[config.mk]
export PLATFORM = sky130hd
export DESIGN_NAME = blink_period_meter
export DESIGN_NICKNAME = d
export VERILOG_FILES = /design/src/rtl/blink_period_meter.sv
export SDC_FILE = /design/constraint.sdc
export NUM_CORES = 1
export LEC_CHECK = 0
export ABC_CLOCK_PERIOD_IN_PS = 3500
export CAP_MARGIN = 20
export CORE_ASPECT_RATIO = 0.6
export CORE_UTILIZATION = 56
export DETAILED_ROUTE_END_ITERATION = 7
export GPL_TIMING_DRIVEN = 0
export PLACE_DENSITY = 0.8
export SKIP_CTS_REPAIR_TIMING = 1
export SLEW_MARGIN = 20
export SYNTH_ARGS = -nofsm -noshare
export SYNTH_HDL_FRONTEND = slang
export SYNTH_SLANG_ARGS = --single-unit
[constraint.sdc]
create_clock -name CLK -period 3.5 [get_ports CLK]
set_clock_uncertainty 0.15 [all_clocks]
set_input_delay 0.35 -clock CLK [delete_from_list [all_inputs] [get_ports CLK]]
set_output_delay 0.35 -clock CLK [all_outputs]
set_load 0.01 [all_outputs]
[src/rtl/blink_period_meter.sv]
`timescale 1ns/1ps
// blink_period_meter: measures rise-to-rise period and rise-to-fall high time of a
// 1-pin square wave in clock cycles and flags a stuck input. Glitch filter: BLINK_METER_FILTER_EN.
module blink_period_meter #(
  parameter int unsigned CNT_W          = 26,
  parameter int unsigned TIMEOUT_CYCLES = 32000000,
  parameter int unsigned FILTER_LEN     = 4
) (
  input  logic             CLK,
  input  logic             RST_N,
  input  logic             PIN_IN,
  output logic [CNT_W-1:0] PERIOD,
  output logic [CNT_W-1:0] HIGH_TIME,
  output logic             VALID,
  output logic             STUCK,
  output logic             LEVEL
);

  localparam logic [CNT_W-1:0] TIMEOUT_C = CNT_W'(TIMEOUT_CYCLES);

  typedef enum logic {
    S_IDLE,
    S_MEASURE
  } state_t;

  state_t           r_state;
  state_t           w_state_nxt;
  logic             r_sync1;
  logic             r_sync2;
  logic             w_src;
  logic             r_level;
  logic             r_rise;
  logic             r_fall;
  logic [CNT_W-1:0] r_elapsed;
  logic [CNT_W-1:0] w_elapsed_nxt;
  logic [CNT_W-1:0] w_elapsed_inc;
  logic [CNT_W-1:0] r_period;
  logic [CNT_W-1:0] w_period_nxt;
  logic [CNT_W-1:0] r_high;
  logic [CNT_W-1:0] w_high_nxt;
  logic [CNT_W-1:0] r_high_pend;
  logic [CNT_W-1:0] w_high_pend_nxt;
  logic             r_fall_seen;
  logic             w_fall_seen_nxt;
  logic             r_valid;
  logic             w_valid_nxt;
  logic             r_stuck;
  logic             w_stuck_nxt;

  // Two-flop synchronizer for the asynchronous pin
  always_ff @(posedge CLK or negedge RST_N) begin
    if (!RST_N) begin
      r_sync1 <= 1'b0;
      r_sync2 <= 1'b0;
    end else begin
      r_sync1 <= PIN_IN;
      r_sync2 <= r_sync1;
    end
  end

`ifdef BLINK_METER_FILTER_EN
  localparam int unsigned FILT_W = (FILTER_LEN > 1) ? $clog2(FILTER_LEN) : 1;

  logic [FILT_W-1:0] r_filt_cnt;
  logic              r_filt_lvl;

  // Level follows the input only after FILTER_LEN consecutive differing samples
  always_ff @(posedge CLK or negedge RST_N) begin
    if (!RST_N) begin
      r_filt_cnt <= '0;
      r_filt_lvl <= 1'b0;
    end else if (r_sync2 == r_filt_lvl) begin
      r_filt_cnt <= '0;
    end else if (r_filt_cnt == FILT_W'(FILTER_LEN - 1)) begin
      r_filt_cnt <= '0;
      r_filt_lvl <= r_sync2;
    end else begin
      r_filt_cnt <= r_filt_cnt + FILT_W'(1);
    end
  end

  assign w_src = r_filt_lvl;
`else
  logic w_unused_filt;

  assign w_unused_filt = (FILTER_LEN != 0);
  assign w_src         = r_sync2;
`endif

  // Registered level and edge strobes; strobes coincide with the LEVEL change
  always_ff @(posedge CLK or negedge RST_N) begin
    if (!RST_N) begin
      r_level <= 1'b0;
      r_rise  <= 1'b0;
      r_fall  <= 1'b0;
    end else begin
      r_level <= w_src;
      r_rise  <= w_src & ~r_level;
      r_fall  <= ~w_src & r_level;
    end
  end

  assign w_elapsed_inc = r_elapsed + CNT_W'(1);

  // State and result registers
  always_ff @(posedge CLK or negedge RST_N) begin
    if (!RST_N) begin
      r_state     <= S_IDLE;
      r_elapsed   <= '0;
      r_period    <= '0;
      r_high      <= '0;
      r_high_pend <= '0;
      r_fall_seen <= 1'b0;
      r_valid     <= 1'b0;
      r_stuck     <= 1'b0;
    end else begin
      r_state     <= w_state_nxt;
      r_elapsed   <= w_elapsed_nxt;
      r_period    <= w_period_nxt;
      r_high      <= w_high_nxt;
      r_high_pend <= w_high_pend_nxt;
      r_fall_seen <= w_fall_seen_nxt;
      r_valid     <= w_valid_nxt;
      r_stuck     <= w_stuck_nxt;
    end
  end

  // Next-state: a rise closes a period unless it lands on the timeout cycle (re-arm)
  always_comb begin
    w_state_nxt     = r_state;
    w_period_nxt    = r_period;
    w_high_nxt      = r_high;
    w_high_pend_nxt = r_high_pend;
    w_fall_seen_nxt = r_fall_seen;
    w_valid_nxt     = 1'b0;
    w_stuck_nxt     = r_stuck;
    if (r_rise) begin
      w_elapsed_nxt = '0;
    end else if (r_elapsed < TIMEOUT_C) begin
      w_elapsed_nxt = w_elapsed_inc;
    end else begin
      w_elapsed_nxt = r_elapsed;
    end

    case (r_state)
      S_IDLE: begin
        if (r_rise) begin
          w_state_nxt     = S_MEASURE;
          w_stuck_nxt     = 1'b0;
          w_fall_seen_nxt = 1'b0;
        end
      end
      S_MEASURE: begin
        if (r_rise) begin
          w_fall_seen_nxt = 1'b0;
          if (w_elapsed_inc < TIMEOUT_C) begin
            w_period_nxt = w_elapsed_inc;
            w_high_nxt   = r_fall_seen ? r_high_pend : '0;
            w_valid_nxt  = 1'b1;
          end
        end else if (w_elapsed_inc >= TIMEOUT_C) begin
          w_stuck_nxt = 1'b1;
          w_state_nxt = S_IDLE;
        end else if (r_fall && !r_fall_seen) begin
          w_high_pend_nxt = w_elapsed_inc;
          w_fall_seen_nxt = 1'b1;
        end
      end
      default: begin
        w_state_nxt = S_IDLE;
      end
    endcase
  end

  assign PERIOD    = r_period;
  assign HIGH_TIME = r_high;
  assign VALID     = r_valid;
  assign STUCK     = r_stuck;
  assign LEVEL     = r_level;

endmodule

==> impl_metrics.py <==
metrics = {
    "logic_synthesis": {
        "syn_nets": 425,
        "synth_area_sq_um": 5130,
        "synth_edf_count": 0,
        "yosys.area.top_type": "dfrtp_1",
        "synth_top_area_share_pct": 55.1,
        "synth_cells": 421,
        "synth.area.top_cells": "dfrtp_1 55%, mux2_2 9.0%, xnor2_1 5.3%",
        "async_flop_share_pct": 100,
        "ys_seq_elements": 113,
        "post_synth_num_cell_types": 49,
        "yosysWarnings": 0,
        "synth_seq_area_share_pct": 55.1,
        "syn_avg_cell_area_sq_um": 12.2,
        "synth_ff_type": "dfrtp_1",
    },
    "drt": {
        "drtPass1Iterations": 7,
        "vias": 3581,
        "wire_per_inst_microns": 18.6,
        "vias_per_cell": 5.68,
        "wirelength_mm": 11.8,
        "first_iter_violations": 262,
        "ant_nets": 0,
        "remaining_drc_errors": 5,
    },
    "status": {
        "status": "complete, but fails checks",
        "violations": "design-rule violations",
    },
    "placed_design": {
        "io_buffers": 57,
        "pre_cts_ws_ns": -0.236,
        "dp_cells": 591,
        "hpwl_mm": 7.86,
        "routabilityCongestion": 0.875,
    },
    "timing": {
        "relSlewSlack_pct": 54.8,
        "drv_slew": 0,
        "worst_pin_slew_ns": 0.678,
        "hold_viol": 0,
        "finalCritPeriodShare_pct": 99.7,
        "setup_tns_ns": 0,
        "setup_viol": 0,
        "fin_crit_ns": 3.49,
        "max_freq_mhz": 287,
        "fin_ws_ns": 0.0106,
    },
    "cells_and_area": {
        "antenna_cells": 0,
        "instances_no_fill": 631,
        "synthToLayoutAreaGrowth_pct": 29.1,
        "final_nets": 512,
        "n_fill_cell": 529,
        "multiInputGateArea_sq_um": 2150,
        "drive_gt1_share_pct": 25.8,
        "seq_area_sq_um": 2830,
        "final_core_util_pct": 76.3,
    },
    "die": {
        "io_pins": 58,
        "dieHeight_microns": 76.2,
        "core_sq_um": 8690,
        "start_util_pct": 59.1,
        "die_area_sq_um": 9570,
        "rows": 26,
        "die_w_microns": 126,
    },
    "power_and_ir_drop": {
        "p_leak_uw": 0.00309,
        "fin_total_pwr_uw": 3530,
        "ir_drop_uv": 371,
        "power.density_nw_per_um2": 533,
    },
    "global_routing": {
        "grt_overflow": 0,
        "grt_pass1_vias": 3518,
        "grt_max_degree": 83,
        "grt_first_pass_wirelength_mm": 18.6,
        "antenna_found_initial": 0,
        "grt_usage_pct": 25.9,
    },
    "clock_network": {
        "cts_tree": "built",
        "cts-root-buf": "clkbuf_16",
        "h-tree-depth": 4,
        "cts_buffer_depth": 2,
        "cts.clk_slew.worst_paths_ns": 0.05,
        "clk_latency_ns": 0.41,
        "numCtsBuffers": 17,
        "cts_sinks": 113,
    },
    "flow_run": {
        "cap_viol_max_count": 0,
    },
    "worst_setup_path": {
        "crit_arrival_ns": 3.63,
        "reg2regPathDepth": 10,
        "cp_data_required_time_ns": 3.64,
        "crit_type": "register to register",
        "cp-end-kind": "register",
        "cp-start-kind": "register",
        "path_max_fanout": 10,
    },
    "min_path": {
        "hold_path_depth": 0,
        "hp-class": "register to register",
    },
}
==> cell usage in the layout, fill, tap and decap left out, drive strengths merged, types with 2 or more instances in the layout <==
cell / count
a21o: 2
a21oi: 6
a22o: 25
and2: 5
and3: 4
buf: 24
bufinv: 4
clkbuf: 34
clkdlybuf4s50: 56
clkinv: 5
clkinvlp: 2
dfrtp: 113
inv: 11
mux2: 48
mux2i: 4
nand2: 19
nand3: 7
nand4: 8
nor2: 40
nor2b: 3
nor3: 13
nor4: 7
o21ai: 7
o311ai: 2
or2: 4
or3: 3
or4: 2
xnor2: 31
xor2: 16
==> final timing paths <==
kind / from / end / slack (ns)
setup / recovery: r_elapsed[1] / PERIOD[16] / 0.01
min in group asynchronous: RST_N / HIGH_TIME[24] / 0.25
setup reg to reg: r_elapsed[1] / PERIOD[16] / 0.01
hold / removal: r_sync1 / r_sync2 / 0.20
hold reg to reg: r_sync1 / r_sync2 / 0.20
max in group asynchronous: RST_N / r_elapsed[8] / 2.22
==> cell type report <==
type	instances	area share, %
sequential	113	42.7
multi-input combinational	269	32.4
timing repair buffer	68	10.2
clock buffer	19	6.68
buffer	28	2.81
clock inverter	11	2.47
tap	112	2.11
inverter	11	0.623
==> state kept, by name, summed over array words and instances (netlist names), 26 cells and up <==
| signal | cells |
|---|---|
| r_elapsed | 26 |
| r_high_pend | 26 |
| PERIOD | 26 |
| HIGH_TIME | 26 |
==> critical path, cell delays in order (launching register included) <==
cell and delay, ns:
dfrtp_1 0.43, ha_2 0.27, nand3_4 0.17, or3_1 0.39, clkbuf_1 0.23, nor4_2 0.34
a211oi_2 0.11, a311o_1 0.35, o21ai_4 0.30, buf_4 0.27, mux2_2 0.35
==> metrics by stage <==
step	cell area [sq um]	hold WS, ns
finish	6630	0.196
global route	6630	0.215
CTS	6480	-0.337
detailed placement	5870	0.0985
global placement	5840	0.185
floorplan	5130	-0.0956
==> cell usage after synthesis (all sizes together) (2+ instances only) <==
| cell type | instances |
|---|---|
| dfrtp | 113 |
| mux2 | 48 |
| nor2 | 40 |
| xnor2 | 31 |
| a22o | 25 |
| nand2 | 19 |
| xor2 | 16 |
| clkbuf | 15 |
| buf | 13 |
| nor3 | 13 |
| inv | 11 |
| nand4 | 8 |
| nand3 | 7 |
| nor4 | 7 |
| o21ai | 7 |
| a21oi | 6 |
| and2 | 5 |
| and3 | 4 |
| mux2i | 4 |
| or2 | 4 |
| nor2b | 3 |
| or3 | 3 |
| a21o | 2 |
| o311ai | 2 |
| or4 | 2 |
==> report_power, final <==
part           internal (uW)  leakage [uW]  switching [uW]
Clock                   1190      0.000294             579
Combinational            161       0.00126             160
Sequential              1380       0.00154            58.4
==> metal layers <==
layer,wire (microns),share of wire [%],vias to the layer above,GRT usage [%]
met5,0,0,-,0
met4,69,0.59,0,5.85
met3,693,5.9,11,7.65
met2,5250,45,123,36.6
met1,5750,49,1797,39.1
li1,-,-,1650,-
==> logic make-up (layout without fill, tap and decap cells) <==
family	count (synthesis)	count (layout)	share of synthesized area (%)
AOI/OAI and AO/OA	52	52	9.16
xor gates and xnor gates	47	47	8.02
adders and majority gates	1	1	0.244
buffers and inverters	39	137	4.39
DFF	113	113	55.1
muxes	52	52	11.3
and+or+nand+nor	117	117	11.8
(Power assumes the default switching activity.)
